File: config.mk
export PLATFORM = sky130hd
export DESIGN_NAME = colour_pipeline_flat
export DESIGN_NICKNAME = d
export VERILOG_FILES = /design/src/rtl/colour_pipeline_if.sv /design/src/rtl/colour_pipeline.sv /design/src/flat_wrapper.sv
export SDC_FILE = /design/constraint.sdc
export NUM_CORES = 1
export LEC_CHECK = 0
export ABC_AREA = 1
export BUFFER_PORTS_ARGS = -buffer_cell sky130_fd_sc_hd__clkbuf_2
export CAP_MARGIN = 30
export CORE_ASPECT_RATIO = 1.4
export CORE_UTILIZATION = 55
export DETAILED_ROUTE_END_ITERATION = 12
export HOLD_SLACK_MARGIN = 0.15
export PLACE_DENSITY = 0.72
export SYNTH_ARGS = -nofsm -noshare
export SYNTH_HDL_FRONTEND = slang
export SYNTH_SLANG_ARGS = --single-unit
File: constraint.sdc
create_clock -name CLK_n -period 8.2 [get_ports CLK_n]
set_input_delay 1.64 -clock CLK_n [delete_from_list [all_inputs] [get_ports CLK_n]]
set_output_delay 1.64 -clock CLK_n [all_outputs]
set_load 0.05 [all_outputs]
File: src/rtl/colour_pipeline_if.sv
// Pixel-path bus for colour_pipeline: byte/load strobes, palette write port
// and colour output. master = sequencer/testbench side, slave = pipeline.
interface colour_pipeline_if #(
    parameter int COLOUR_W = 5
);
    logic                PIX_CE;
    logic                LOAD;
    logic [7:0]          DATA;
    logic                DISP_EN;
    logic                BLANK;
    logic [1:0]          MODE;
    logic                PEN_WE;
    logic [4:0]          PEN_ADDR;
    logic [COLOUR_W-1:0] PEN_DATA;
    logic [COLOUR_W-1:0] COLOUR;
    logic [3:0]          PEN_IDX;
    logic                UNDERRUN;

    modport master (
        output PIX_CE, LOAD, DATA, DISP_EN, BLANK, MODE,
        output PEN_WE, PEN_ADDR, PEN_DATA,
        input  COLOUR, PEN_IDX, UNDERRUN
    );

    modport slave (
        input  PIX_CE, LOAD, DATA, DISP_EN, BLANK, MODE,
        input  PEN_WE, PEN_ADDR, PEN_DATA,
        output COLOUR, PEN_IDX, UNDERRUN
    );
endinterface

File: src/rtl/colour_pipeline.sv
// colour_pipeline: latches video bytes, serialises them per screen mode,
// looks up ink/border palette and registers colour through OUT_STAGES.
// Ports: CLK_n, RESET (async, active high), bus (colour_pipeline_if.slave):
//   PIX_CE/LOAD/DATA/DISP_EN/MODE/BLANK in, PEN_WE/PEN_ADDR/PEN_DATA in,
//   COLOUR/PEN_IDX/UNDERRUN out.
// Option: define COLOUR_PIPELINE_MODE3_EN to decode MODE=3 as 4-colour
//   mode 3; otherwise MODE=3 decodes exactly as mode 0.
// The interface COLOUR_W must match this module's COLOUR_W.
module colour_pipeline #(
    parameter int                  COLOUR_W     = 5,
    parameter int                  OUT_STAGES   = 1,
    parameter logic [COLOUR_W-1:0] RESET_COLOUR = '0
) (
    input logic              CLK_n,
    input logic              RESET,
    colour_pipeline_if.slave bus
);
    localparam int         NPEN     = 17;
    localparam logic [4:0] BORDER   = 5'd16;
    localparam logic [3:0] SLOT_END = 4'd8;

    logic [7:0]          byte_q, byte_d;
    logic [1:0]          mode_q, mode_d;
    logic                disp_q, disp_d;
    logic [3:0]          slot_q, slot_d;
    logic                under_q, under_d;
    logic [3:0]          pen_q, pen_d;
    logic [COLOUR_W-1:0] pal_q [NPEN];
    logic [COLOUR_W-1:0] pal_d [NPEN];
    logic [COLOUR_W-1:0] stg_q [OUT_STAGES];
    logic [COLOUR_W-1:0] stg_d [OUT_STAGES];

    logic [2:0]          s;
    logic [3:0]          mode0_pen;
    logic [3:0]          pix_pen;
    logic                use_border;
    logic [COLOUR_W-1:0] src_colour;
    logic [3:0]          src_pen;

    // Bit indices 7-p, 5-p, 3-p, 1-p are formed by inverting the
    // pixel number into the low index bits.
    always_comb begin
        s         = slot_q[2:0];
        mode0_pen = {byte_q[{2'b00, ~s[2]}], byte_q[{2'b10, ~s[2]}],
                     byte_q[{2'b01, ~s[2]}], byte_q[{2'b11, ~s[2]}]};
        pix_pen   = mode0_pen;
        case (mode_q)
            2'd1: pix_pen = {2'b00, byte_q[{1'b0, ~s[2:1]}],
                             byte_q[{1'b1, ~s[2:1]}]};
            2'd2: pix_pen = {3'b000, byte_q[~s]};
`ifdef COLOUR_PIPELINE_MODE3_EN
            2'd3: pix_pen = {2'b00, byte_q[{2'b10, ~s[2]}],
                             byte_q[{2'b11, ~s[2]}]};
`endif
            default: pix_pen = mode0_pen;
        endcase
    end

    // Slot 8 means the byte ran out before the next LOAD.
    always_comb begin
        use_border = !disp_q || (slot_q == SLOT_END);
        src_colour = pal_q[{1'b0, pix_pen}];
        src_pen    = pix_pen;
        priority case (1'b1)
            bus.BLANK: begin
                src_colour = '0;
                src_pen    = '0;
            end
            use_border: begin
                src_colour = pal_q[BORDER];
                src_pen    = '0;
            end
            default: ;
        endcase
    end

    always_comb begin
        byte_d  = byte_q;
        mode_d  = mode_q;
        disp_d  = disp_q;
        slot_d  = slot_q;
        under_d = under_q;
        if (bus.PIX_CE) begin
            if (bus.LOAD) begin
                byte_d = bus.DATA;
                mode_d = bus.MODE;
                disp_d = bus.DISP_EN;
                slot_d = '0;
            end else if (slot_q != SLOT_END) begin
                slot_d = slot_q + 4'd1;
                if (slot_q == SLOT_END - 4'd1) begin
                    under_d = 1'b1;
                end
            end
        end
    end

    // Lookups read pal_q, so a same-edge write is seen one edge later.
    always_comb begin
        for (int i = 0; i < NPEN; i++) begin
            pal_d[i] = pal_q[i];
            if (bus.PEN_WE && (bus.PEN_ADDR == 5'(i))) begin
                pal_d[i] = bus.PEN_DATA;
            end
        end
    end

    always_comb begin
        pen_d = pen_q;
        for (int k = 0; k < OUT_STAGES; k++) begin
            stg_d[k] = stg_q[k];
        end
        if (bus.PIX_CE) begin
            stg_d[0] = src_colour;
            pen_d    = src_pen;
            for (int k = 1; k < OUT_STAGES; k++) begin
                stg_d[k] = stg_q[k-1];
            end
        end
    end

    always_ff @(posedge CLK_n or posedge RESET) begin
        if (RESET) begin
            byte_q  <= '0;
            mode_q  <= '0;
            disp_q  <= 1'b0;
            slot_q  <= '0;
            under_q <= 1'b0;
            pen_q   <= '0;
            for (int i = 0; i < NPEN; i++) begin
                pal_q[i] <= RESET_COLOUR;
            end
            for (int k = 0; k < OUT_STAGES; k++) begin
                stg_q[k] <= RESET_COLOUR;
            end
        end else begin
            byte_q  <= byte_d;
            mode_q  <= mode_d;
            disp_q  <= disp_d;
            slot_q  <= slot_d;
            under_q <= under_d;
            pen_q   <= pen_d;
            for (int i = 0; i < NPEN; i++) begin
                pal_q[i] <= pal_d[i];
            end
            for (int k = 0; k < OUT_STAGES; k++) begin
                stg_q[k] <= stg_d[k];
            end
        end
    end

    assign bus.COLOUR   = stg_q[OUT_STAGES-1];
    assign bus.PEN_IDX  = pen_q;
    assign bus.UNDERRUN = under_q;
endmodule

File: src/flat_wrapper.sv
// flat-port wrapper written by rule: the top's interface ports become plain ports
module colour_pipeline_flat 
#(
    parameter int                  COLOUR_W     = 5,
    parameter int                  OUT_STAGES   = 1,
    parameter logic [COLOUR_W-1:0] RESET_COLOUR = '0
)
  (CLK_n, RESET, bus_PIX_CE, bus_LOAD, bus_DATA, bus_DISP_EN, bus_BLANK, bus_MODE, bus_PEN_WE, bus_PEN_ADDR, bus_PEN_DATA, bus_COLOUR, bus_PEN_IDX, bus_UNDERRUN);
  colour_pipeline_if #(.COLOUR_W(COLOUR_W)) bus_i ();
  input logic CLK_n;
  input logic RESET;
  input wire logic [$bits(bus_i.PIX_CE)-1:0] bus_PIX_CE;
  input wire logic [$bits(bus_i.LOAD)-1:0] bus_LOAD;
  input wire logic [$bits(bus_i.DATA)-1:0] bus_DATA;
  input wire logic [$bits(bus_i.DISP_EN)-1:0] bus_DISP_EN;
  input wire logic [$bits(bus_i.BLANK)-1:0] bus_BLANK;
  input wire logic [$bits(bus_i.MODE)-1:0] bus_MODE;
  input wire logic [$bits(bus_i.PEN_WE)-1:0] bus_PEN_WE;
  input wire logic [$bits(bus_i.PEN_ADDR)-1:0] bus_PEN_ADDR;
  input wire logic [$bits(bus_i.PEN_DATA)-1:0] bus_PEN_DATA;
  output wire logic [$bits(bus_i.COLOUR)-1:0] bus_COLOUR;
  output wire logic [$bits(bus_i.PEN_IDX)-1:0] bus_PEN_IDX;
  output wire logic [$bits(bus_i.UNDERRUN)-1:0] bus_UNDERRUN;
  assign bus_i.PIX_CE = bus_PIX_CE;
  assign bus_i.LOAD = bus_LOAD;
  assign bus_i.DATA = bus_DATA;
  assign bus_i.DISP_EN = bus_DISP_EN;
  assign bus_i.BLANK = bus_BLANK;
  assign bus_i.MODE = bus_MODE;
  assign bus_i.PEN_WE = bus_PEN_WE;
  assign bus_i.PEN_ADDR = bus_PEN_ADDR;
  assign bus_i.PEN_DATA = bus_PEN_DATA;
  assign bus_COLOUR = bus_i.COLOUR;
  assign bus_PEN_IDX = bus_i.PEN_IDX;
  assign bus_UNDERRUN = bus_i.UNDERRUN;
  colour_pipeline #(.COLOUR_W(COLOUR_W), .OUT_STAGES(OUT_STAGES), .RESET_COLOUR(RESET_COLOUR)) u_core (.CLK_n(CLK_n), .RESET(RESET), .bus(bus_i));
endmodule
==> flow_metrics.py <==
metrics = {
    "status": {
        "status": "finished with violations",
        "violations": "design-rule violations",
    },
    "global_routing": {
        "grt_use_total_pct": 28.2,
        "gr-total-overflow": 0,
        "grt_pass1_wl_mm": 21.7,
        "antenna_found_initial": 0,
        "grt_pass1_vias": 4402,
        "grt_start_max_net_pins": 53,
    },
    "sta": {
        "fin_tns_setup_ns": 0,
        "relSlewSlack_pct": 47.7,
        "clock_skew_ns": 0.00366,
        "finalHoldViolCount": 0,
        "rsz0062_at_grt": "false",
        "post-route-min-period_ns": 2.94,
        "min_period_over_period_pct": 35.8,
        "setup_viol": 0,
        "tightest_slew_ns": 0.779,
        "fmax_ghz": 0.341,
        "final-max-slew-violation-count": 0,
    },
    "detailed_routing": {
        "ant_nets": 0,
        "drt-vias-per-instance": 5.81,
        "wl_met1_mm": 5.58,
        "vias": 4587,
        "wl_per_cell_um": 16.4,
        "routed_wl_mm": 13.0,
        "dr_wl_met2_mm": 6.44,
        "drt_iter0_markers": 464,
        "drt-pass1-iter-count": 9,
        "highest_layer": "met4",
        "drc": 4,
        "routed-wl-met3_um": 655,
    },
    "layout": {
        "diodes": 0,
        "drive_above_1_share_pct": 9.38,
        "final_common_cell": "nand2_1",
        "areaGrowthSynthToFinish_pct": 9.83,
        "layout.nets": 708,
        "layout_common_cells": "nand2_1 (206), nand3_1 (123), dfrtp_1 (110)",
    },
    "power_and_ir_drop": {
        "ir_drop_uv": 136,
        "power.share.sequential_pct": 44.8,
        "combPwrFrac_pct": 26.3,
        "p_total_mw": 1.55,
        "p_switching_mw": 0.539,
        "clockPowerShare_pct": 29.0,
        "switching_share_pct": 34.8,
        "p_per_area_nw_per_um2": 269,
        "p_int_mw": 1.01,
        "p_leak_nw": 2.79,
    },
    "setup_path": {
        "cp-start-kind": "register",
        "worstReg2RegEnd": "u_core.bus.COLOUR[1]",
        "cp_max_fo": 41,
        "crit-reg2reg-launch": "u_core.slot_q[2]",
        "worst_setup_path_end_kind": "register",
        "r2r_slack_ns": 5.26,
        "path_class": "register to register",
        "cp.required_ns": 8.45,
        "worstPathArrival_ns": 3.18,
        "rr_worst_depth": 15,
    },
    "cts": {
        "cts_resized": 0,
        "cts_buffers": 9,
        "htreeDepth": 3,
        "hold_buffers": 0,
        "clkSlewWorstSetupHoldPaths_ns": 0.07,
        "insertion_delay_ns": 0.35,
        "clk_path_buf_depth": 2,
        "root_buffer": "clkbuf_16",
        "cts_tree": "built",
        "cts_sinks": 110,
        "postCtsSetupBuffers": 0,
    },
    "yosys": {
        "synth_ff_type": "dfrtp_1",
        "syn_nets": 684,
        "yosysSeqAreaShare_pct": 52.6,
        "ys_seq_elements": 110,
        "synth-edff-count": 0,
        "postSynthCellCount": 653,
        "ys_async_sr_fraction_pct": 100,
        "netlist_area_um2": 5230,
        "syn_avg_cell_area_um2": 8.01,
        "ys_warn_count": 0,
        "ys_types": 23,
    },
    "min_path": {
        "worstHoldEndpoint": "u_core.bus.UNDERRUN",
        "hp-class": "register to register",
        "min_from": "u_core.bus.UNDERRUN",
        "min_path_cells": 1,
    },
    "floorplan": {
        "fp-row-count": 41,
        "start_util_pct": 57.3,
        "die_area_um2": 9910,
        "die_h_um": 117,
        "core_region_area_um2": 9130,
        "io_pins": 37,
        "die_w_um": 84.4,
    },
    "place": {
        "hpwl_mm": 8.44,
        "port_buffers": 36,
        "gp_congestion": 0.838,
    },
    "run": {
        "maxCapViolCount": 0,
    },
}
## metrics by stage
step / hold slack (ns) / cell area, µm² / worst slack, ns / cells / utilization, %
after floorplan: 0.449 / 5230 / 3.66 / 653 / -
after global placement: 0.461 / 5410 / 5.16 / 772 / 59.2
after detailed placement: 0.459 / 5440 / 5.12 / 773 / 59.5
after CTS: 0.473 / 5740 / 5.33 / 789 / 62.9
after global routing: 0.481 / 5740 / 5.04 / 789 / 62.9
final: 0.475 / 5740 / 5.26 / 789 / 62.9
## cells in the mapped netlist (3+ instances only)
cell	n	area share, %
buf_2	5	0.48
buf_4	5	0.72
nor3_1	6	0.57
nand3_1	123	12
o21ai_0	103	9.9
clkbuf_1	13	0.93
inv_1	33	2.4
nand2_1	206	15
nor2_1	24	1.7
ha_1	4	0.96
buf_6	5	1.1
a21oi_1	3	0.29
dfrtp_1	110	53
## power by group through the flow
stage               registers (mW)  clock network [mW]  logic (mW)
CTS                          0.691               0.453       0.403
finish                       0.693               0.448       0.406
floorplan                    0.701                   0       0.308
global placement             0.696                   0       0.388
detailed placement           0.700                   0       0.399
global route                 0.702               0.474       0.461
## routing by layer
layer  global-route usage [%]  vias up
met1                     37.9     2217
met2                     46.8      141
met3                     4.15       18
met5                        0        -
li1                         -     2211
met4                     9.96        0
## worst max-delay path by stage
stage	start	endpoint	slack, ns
final	u_core.slot_q[2]	u_core.bus.COLOUR[1]	5.26
after global routing	u_core.slot_q[2]	u_core.bus.COLOUR[0]	5.04
after CTS	u_core.slot_q[2]	u_core.bus.COLOUR[1]	5.33
after detailed placement	bus_PEN_ADDR[4]	u_core.pal_q[61]	5.12
after global placement	bus_PEN_ADDR[4]	u_core.pal_q[8]	5.16
after floorplan	RESET	u_core.bus.COLOUR[0]	3.66
## critical path: stages (launching register included)
cell,delay [ns]
dfrtp_1,0.57
inv_1,0.24
nand3_1,0.13
nand3_1,0.08
nand2_1,0.10
inv_2,0.05
nand2_4,0.36
nand2_4,0.40
nand2_1,0.18
nand3_1,0.09
nand3_1,0.15
nand3_1,0.15
nand2_1,0.15
nand2_1,0.06
nand2_1,0.07
nand2_1,0.04
## registers in the layout, indices dropped and copies added, names as in the netlist
name,count
u_core.bus.PEN_IDX,4
u_core.bus.COLOUR,5
u_core.mode_q,2
u_core.pal_q,85
u_core.byte_q,8
u_core.bus.UNDERRUN,1
u_core.disp_q,1
u_core.slot_q,4
## logic make-up (layout without fill, tap and decap cells)
group                      Yosys count  after routing  share of synthesized area (%)
AOI/OAI and AO/OA                  111            111                           10.8
adders and majority gates            4              4                          0.957
buffers and inverters               64             93                           5.84
DFF                                110            110                           52.6
and+or+nand+nor                    364            364                           29.7
## final cells by class
| class | instances | area, µm² |
|---|---|---|
| fillers | 805 | 3390 |
| flip-flops and latches | 110 | 2750 |
| multi-input cells | 479 | 2170 |
| clock buffers | 10 | 239 |
| repair buffers | 41 | 238 |
| inverters | 36 | 140 |
| well taps | 107 | 134 |
| clock inverters | 6 | 68.8 |
Note: power is estimated with default switching activity, not from simulation.
